File: src/rtl/mc_ctrl_fsm.sv
// Multi-cycle control sequencer for the RV32I scpu datapath: steps each instruction
// through FETCH/DECODE/EXEC/MEM/WB and drives the PC, IR, register-file and memory strobes.
module mc_ctrl_fsm #(
    parameter int CNT_W      = 32,
    parameter bit RESET_IDLE = 1'b1
) (
    input  logic             clk,
    input  logic             rst,
    input  logic [31:0]      inst,
    input  logic             branch_taken,
    input  logic             imem_ready,
    input  logic             dmem_ready,
    output logic             imem_req,
    output logic             ir_write,
    output logic             pc_write,
    output logic [1:0]       pc_src,
    output logic             dmem_req,
    output logic             dmem_we,
    output logic             reg_write,
    output logic [1:0]       wb_sel,
    output logic             alu_src_a,
    output logic             alu_src_b,
    output logic             halt,
    output logic [1:0]       trap_cause,
    output logic             retire,
    output logic [CNT_W-1:0] instret,
    output logic [2:0]       state_dbg
);

    typedef enum logic [2:0] {
        IDLE   = 3'd0,
        FETCH  = 3'd1,
        DECODE = 3'd2,
        EXEC   = 3'd3,
        MEM    = 3'd4,
        WB     = 3'd5,
        TRAP   = 3'd6
    } state_t;

    localparam state_t RST_STATE = RESET_IDLE ? IDLE : FETCH;

    localparam logic [6:0] OP_LOAD   = 7'h03;
    localparam logic [6:0] OP_FENCE  = 7'h0F;
    localparam logic [6:0] OP_OPIMM  = 7'h13;
    localparam logic [6:0] OP_AUIPC  = 7'h17;
    localparam logic [6:0] OP_STORE  = 7'h23;
    localparam logic [6:0] OP_OP     = 7'h33;
    localparam logic [6:0] OP_LUI    = 7'h37;
    localparam logic [6:0] OP_BRANCH = 7'h63;
    localparam logic [6:0] OP_JALR   = 7'h67;
    localparam logic [6:0] OP_JAL    = 7'h6F;
    localparam logic [6:0] OP_SYSTEM = 7'h73;

    localparam logic [1:0] CAUSE_NONE    = 2'd0;
    localparam logic [1:0] CAUSE_ILLEGAL = 2'd1;
    localparam logic [1:0] CAUSE_SYSTEM  = 2'd2;

    // Opcodes the datapath can execute (SYSTEM is recognised but traps).
    function automatic logic is_exec_op(input logic [6:0] op);
        logic ok;
        case (op)
            OP_LOAD, OP_FENCE, OP_OPIMM, OP_AUIPC, OP_STORE,
            OP_OP, OP_LUI, OP_BRANCH, OP_JALR, OP_JAL: ok = 1'b1;
            default:                                     ok = 1'b0;
        endcase
        return ok;
    endfunction

    state_t           state_r;
    state_t           next_state_s;
    logic [1:0]       trap_cause_r;
    logic [1:0]       trap_cause_nxt_s;
    logic [CNT_W-1:0] instret_r;

    logic [6:0]       opcode_s;
    logic [4:0]       rd_s;
    logic             unused_inst_s;

    logic             imem_req_s;
    logic             ir_write_s;
    logic             pc_write_s;
    logic [1:0]       pc_src_s;
    logic             dmem_req_s;
    logic             dmem_we_s;
    logic             reg_write_s;
    logic [1:0]       wb_sel_s;
    logic             alu_src_a_s;
    logic             alu_src_b_s;
    logic             halt_s;
    logic             retire_s;

    assign opcode_s      = inst[6:0];
    assign rd_s          = inst[11:7];
    assign unused_inst_s = ^inst[31:12];

    // State register; reset abandons any instruction in flight.
    always_ff @(posedge clk or posedge rst) begin
        if (rst) begin
            state_r <= RST_STATE;
        end else begin
            state_r <= next_state_s;
        end
    end

    // Trap cause is captured on the DECODE->TRAP transition and held until reset.
    always_ff @(posedge clk or posedge rst) begin
        if (rst) begin
            trap_cause_r <= CAUSE_NONE;
        end else begin
            trap_cause_r <= trap_cause_nxt_s;
        end
    end

    // Retired-instruction counter, wraps silently.
    always_ff @(posedge clk or posedge rst) begin
        if (rst) begin
            instret_r <= '0;
        end else if (retire_s) begin
            instret_r <= instret_r + CNT_W'(1);
        end else begin
            instret_r <= instret_r;
        end
    end

    // Next-state and strobe decode.
    always_comb begin
        next_state_s     = state_r;
        trap_cause_nxt_s = trap_cause_r;
        imem_req_s       = 1'b0;
        ir_write_s       = 1'b0;
        pc_write_s       = 1'b0;
        pc_src_s         = 2'd0;
        dmem_req_s       = 1'b0;
        dmem_we_s        = 1'b0;
        reg_write_s      = 1'b0;
        wb_sel_s         = 2'd0;
        alu_src_a_s      = 1'b0;
        alu_src_b_s      = 1'b0;
        halt_s           = 1'b0;
        retire_s         = 1'b0;

        case (state_r)
            IDLE: begin
                next_state_s = FETCH;
            end

            FETCH: begin
                imem_req_s = 1'b1;
                if (imem_ready) begin
                    ir_write_s   = 1'b1;
                    next_state_s = DECODE;
                end else begin
                    next_state_s = FETCH;
                end
            end

            DECODE: begin
                if (opcode_s == OP_SYSTEM) begin
                    trap_cause_nxt_s = CAUSE_SYSTEM;
                    next_state_s     = TRAP;
                end else if (!is_exec_op(opcode_s)) begin
                    trap_cause_nxt_s = CAUSE_ILLEGAL;
                    next_state_s     = TRAP;
                end else begin
                    next_state_s = EXEC;
                end
            end

            EXEC: begin
                case (opcode_s)
                    OP_BRANCH: begin
                        pc_write_s   = 1'b1;
                        pc_src_s     = branch_taken ? 2'd1 : 2'd0;
                        retire_s     = 1'b1;
                        next_state_s = FETCH;
                    end
                    OP_FENCE: begin
                        pc_write_s   = 1'b1;
                        retire_s     = 1'b1;
                        next_state_s = FETCH;
                    end
                    OP_LOAD, OP_STORE: begin
                        alu_src_b_s  = 1'b1;
                        next_state_s = MEM;
                    end
                    OP_OP: begin
                        next_state_s = WB;
                    end
                    OP_OPIMM, OP_LUI, OP_JAL, OP_JALR: begin
                        alu_src_b_s  = 1'b1;
                        next_state_s = WB;
                    end
                    OP_AUIPC: begin
                        alu_src_a_s  = 1'b1;
                        alu_src_b_s  = 1'b1;
                        next_state_s = WB;
                    end
                    default: begin
                        // Unreachable after DECODE filtering; stop rather than run garbage.
                        next_state_s = TRAP;
                    end
                endcase
            end

            MEM: begin
                dmem_req_s = 1'b1;
                dmem_we_s  = (opcode_s == OP_STORE);
                if (dmem_ready) begin
                    if (opcode_s == OP_STORE) begin
                        pc_write_s   = 1'b1;
                        retire_s     = 1'b1;
                        next_state_s = FETCH;
                    end else begin
                        next_state_s = WB;
                    end
                end else begin
                    next_state_s = MEM;
                end
            end

            WB: begin
                reg_write_s = (rd_s != 5'd0);
                pc_write_s  = 1'b1;
                retire_s    = 1'b1;
                case (opcode_s)
                    OP_LOAD: begin
                        wb_sel_s = 2'd1;
                        pc_src_s = 2'd0;
                    end
                    OP_JAL: begin
                        wb_sel_s = 2'd2;
                        pc_src_s = 2'd1;
                    end
                    OP_JALR: begin
                        wb_sel_s = 2'd2;
                        pc_src_s = 2'd2;
                    end
                    default: begin
                        wb_sel_s = 2'd0;
                        pc_src_s = 2'd0;
                    end
                endcase
                next_state_s = FETCH;
            end

            TRAP: begin
                halt_s       = 1'b1;
                next_state_s = TRAP;
            end

            default: begin
                next_state_s = TRAP;
            end
        endcase
    end

    assign imem_req   = imem_req_s;
    assign ir_write   = ir_write_s;
    assign pc_write   = pc_write_s;
    assign pc_src     = pc_src_s;
    assign dmem_req   = dmem_req_s;
    assign dmem_we    = dmem_we_s;
    assign reg_write  = reg_write_s;
    assign wb_sel     = wb_sel_s;
    assign alu_src_a  = alu_src_a_s;
    assign alu_src_b  = alu_src_b_s;
    assign halt       = halt_s;
    assign retire     = retire_s;
    assign trap_cause = trap_cause_r;
    assign instret    = instret_r;
    assign state_dbg  = state_r;

endmodule

File: config.mk
export PLATFORM = sky130hd
export DESIGN_NAME = mc_ctrl_fsm
export DESIGN_NICKNAME = d
export VERILOG_FILES = /design/src/rtl/mc_ctrl_fsm.sv
export SDC_FILE = /design/constraint.sdc
export NUM_CORES = 1
export LEC_CHECK = 0
export CORE_MARGIN = 3
export CORE_UTILIZATION = 60
export DETAILED_ROUTE_END_ITERATION = 6
export DONT_BUFFER_PORTS = 1
export GPL_ROUTABILITY_DRIVEN = 0
export PLACE_DENSITY = 0.75
export SLEW_MARGIN = 10
export SYNTH_ARGS = -nofsm -noshare
export SYNTH_HDL_FRONTEND = slang
export SYNTH_SLANG_ARGS = --single-unit
File: constraint.sdc
create_clock -name clk -period 6.25 [get_ports clk]
set_input_delay 1.875 -clock clk [delete_from_list [all_inputs] [get_ports clk]]
set_output_delay 1.875 -clock clk [all_outputs]
set_load 0.01 [all_outputs]
==> impl_metrics.env <==
export IMPL_grt_pass1_wl_um=7327
export IMPL_path_buf_inv=1
export IMPL_pwr_density_cell_nw_per_um2=230.9
export IMPL_r2r_start="state_dbg[1]"
export IMPL_max_freq_ghz=0.1929
export IMPL_slew_headroom_pct=52.14
export IMPL_grt_pass1_vias=1532
export IMPL_synth_common_cells="dfrtp_1 (37), nand2_1 (21), xor2_1 (18)"
export IMPL_cp_data_required_time_ns=4.38
export IMPL_hold_start="instret[28]"
export IMPL_wl_per_cell_um=17.84
export IMPL_ys_flop_type="dfrtp_1"
export IMPL_synth_area_sq_um=2069
export IMPL_core_area_sq_um=3178
export IMPL_synth_largest_area_cell="dfrtp_1"
export IMPL_track_usage_pct=22.14
export IMPL_min_period_over_period_pct=82.92
export IMPL_whs_path_depth=1
export IMPL_path_max_fanout=13
export IMPL_cts_root_buf="clkbuf_4"
export IMPL_vias=1590
export IMPL_post_cts_buffers=0
export IMPL_tns_ns=0
export IMPL_reg2regPathDepth=6
export IMPL_leakage_nw=0.9675
export IMPL_drv_cap=0
export IMPL_hold_viol_final=0
export IMPL_rsz0062_at_grt="false"
export IMPL_crit_chain="nor3_1, a41oi_1, o21a_1, inv_1"
export IMPL_ctsLongestPathBuffers=2
export IMPL_htree_levels=2
export IMPL_synth_enable_flop_cells=0
export IMPL_area_growth_syn_to_layout_pct=4.595
export IMPL_synthesis_nets=244
export IMPL_ys_warn_count=0
export IMPL_nets=244
export IMPL_wirelength_um=4478
export IMPL_arrival_ns=3.31
export IMPL_ys_types=45
export IMPL_post_route_min_period_ns=5.183
export IMPL_endpoint_kind="output port"
export IMPL_avgSynthCellArea_sq_um=10.05
export IMPL_outcome="finished clean"
export IMPL_cts_hold_buf=0
export IMPL_antenna_found_initial=0
export IMPL_cp_top_family="compound AO/OA/AOI/OAI gates"
export IMPL_critPathSlowestCell="inv_1"
export IMPL_cp_slowest_stage_delay_ns=0.48
export IMPL_r2r_slack_ns=3.98
export IMPL_netlist_area_leader_share_pct=44.74
export IMPL_io_pins=88
export IMPL_yosys_top_cells_area="dfrtp_1 (45%), xor2_1 (7.6%), xnor2_1 (5.5%)"
export IMPL_insertedDiodeCount=0
export IMPL_vias_per_cell=6.335
export IMPL_die_area_sq_um=4190
export IMPL_finalSetupViolCount=0
export IMPL_internal_power_uw=366.2
export IMPL_drtIter0Drc=99
export IMPL_die_y_um=64.73
export IMPL_worst_pin_slew_ns=0.7119
export IMPL_die_x_um=64.73
export IMPL_clkTransAtPathRegs_ns=0.12
export IMPL_hold_path_class="register to register"
export IMPL_holdPathEnd="instret[28]"
export IMPL_syn_inst=206
export IMPL_cts_tree="done"
export IMPL_critPathKind="input port to output port"
export IMPL_first_pass_iters=4
export IMPL_synthArstFlopShare_pct=100.0
export IMPL_fp_row_count=20
export IMPL_startpoint_type="input port"
export IMPL_cts_buffers=5
export IMPL_yosysSeqAreaShare_pct=44.74
export IMPL_layout_drive_gt1_share_pct=10.63
export IMPL_pwr_share_comb_pct=8.4
export IMPL_ys_ff_latch=37
export IMPL_dp_hpwl_um=3252
export IMPL_pwr_share_seq_pct=56.2
export IMPL_cts_sinks=37
export IMPL_power_frac_clock_pct=35.4
export IMPL_clock_skew_ns=0.01117
export IMPL_yosys_cell_count_top_type="dfrtp_1"
export IMPL_ant_nets=0
export IMPL_switching_share_pct=26.75
export IMPL_start_util_pct=65.12
export IMPL_layout_core_utilization_pct=68.11
export IMPL_nFillCells=262
export IMPL_drv_slew=0
export IMPL_reg2reg_to="instret[20]"
export IMPL_max_vdd_ir_drop_mv=0.1324
export IMPL_p_switching_uw=133.7
export IMPL_cts_resized=0
export IMPL_portBuffers=0
export IMPL_drc_errors=0
export IMPL_clock_latency_ns=0.35
export IMPL_overflow=0
export IMPL_grt_max_degree=33
cell usage in the layout (no fill, tap or decap), drive strengths merged, types with 2 or more instances in the layout:
cell / count
nor3: 12
xor2: 18
and3: 5
nand4: 12
a21oi: 3
nand2b: 3
inv: 4
nand3: 6
nor2: 12
nor3b: 7
nor4: 2
nor4b: 5
xnor2: 13
a31oi: 3
nand2: 21
and2: 4
nor2b: 4
dfrtp: 37
o21ai: 6
o21a: 2
and4: 3
and4bb: 2
clkbuf: 6
per-stage QoR:
stage                     std cells  area [sq um]  hold WS (ns)  setup WS, ns  power (mW)
after detailed placement        243          2076        0.5382         1.083      0.3276
after global routing            251          2165        0.5704        0.9589      0.5202
final                           251          2165        0.5536         1.067      0.4999
after global placement          243          2076        0.5287         1.115      0.3241
after CTS                       251          2165        0.5589         1.083      0.5009
after floorplan                 206          2069        0.5039         1.174      0.3169
sequential cells by signal, indices dropped and copies added, names as in the netlist:
signal and cells:
instret 32, state_dbg 3, trap_cause 2
cells by family (layout without fill, tap and decap cells):
group | Yosys count | count (layout) | share of synthesized area, %
flops | 37 | 37 | 44.74
xor+xnor | 31 | 31 | 13.12
fa+ha+maj | 1 | 1 | 0.6045
buf+inv | 12 | 13 | 3.445
simple gates | 104 | 104 | 31.38
compound gates | 21 | 21 | 6.711
worst max-delay path by stage:
stage	startpoint	to	slack, ns	depth (start not counted)
global route	inst[3]	retire	0.96	4
global placement	inst[3]	pc_write	1.11	4
detailed placement	inst[3]	retire	1.08	4
CTS	inst[3]	retire	1.08	4
finish	inst[3]	retire	1.07	4
floorplan	inst[3]	retire	1.17	8
power by group through the flow:
stage | registers (mW) | logic (mW) | clock network [mW]
2_1_floorplan | 0.278 | 0.0385 | 0
3_3_place_gp | 0.284 | 0.0397 | 0
3_5_place_dp | 0.285 | 0.0423 | 0
6_report | 0.281 | 0.0419 | 0.177
4_1_cts | 0.281 | 0.0425 | 0.178
5_1_grt | 0.283 | 0.0477 | 0.190
per-layer routing:
metal / track usage [%] / vias to the layer above / wire [um]
met5: 0 / - / 0
met4: 6.332 / 0 / 59
met3: 7.452 / 8 / 366
met2: 33.46 / 73 / 2082
met1: 30.25 / 776 / 1969
li1: - / 733 / -
area by class of cell:
class / instances / area (sq um) / share of cell area [%]
tap: 44 / 55.05 / 2.543
clock buffer: 6 / 51.30 / 2.370
multi-input combinational: 157 / 1072 / 49.54
inverter: 4 / 15.01 / 0.6936
sequential: 37 / 925.9 / 42.77
timing repair buffer: 1 / 7.507 / 0.3468
clock inverter: 2 / 37.54 / 1.734
(Power assumes the default switching activity.)
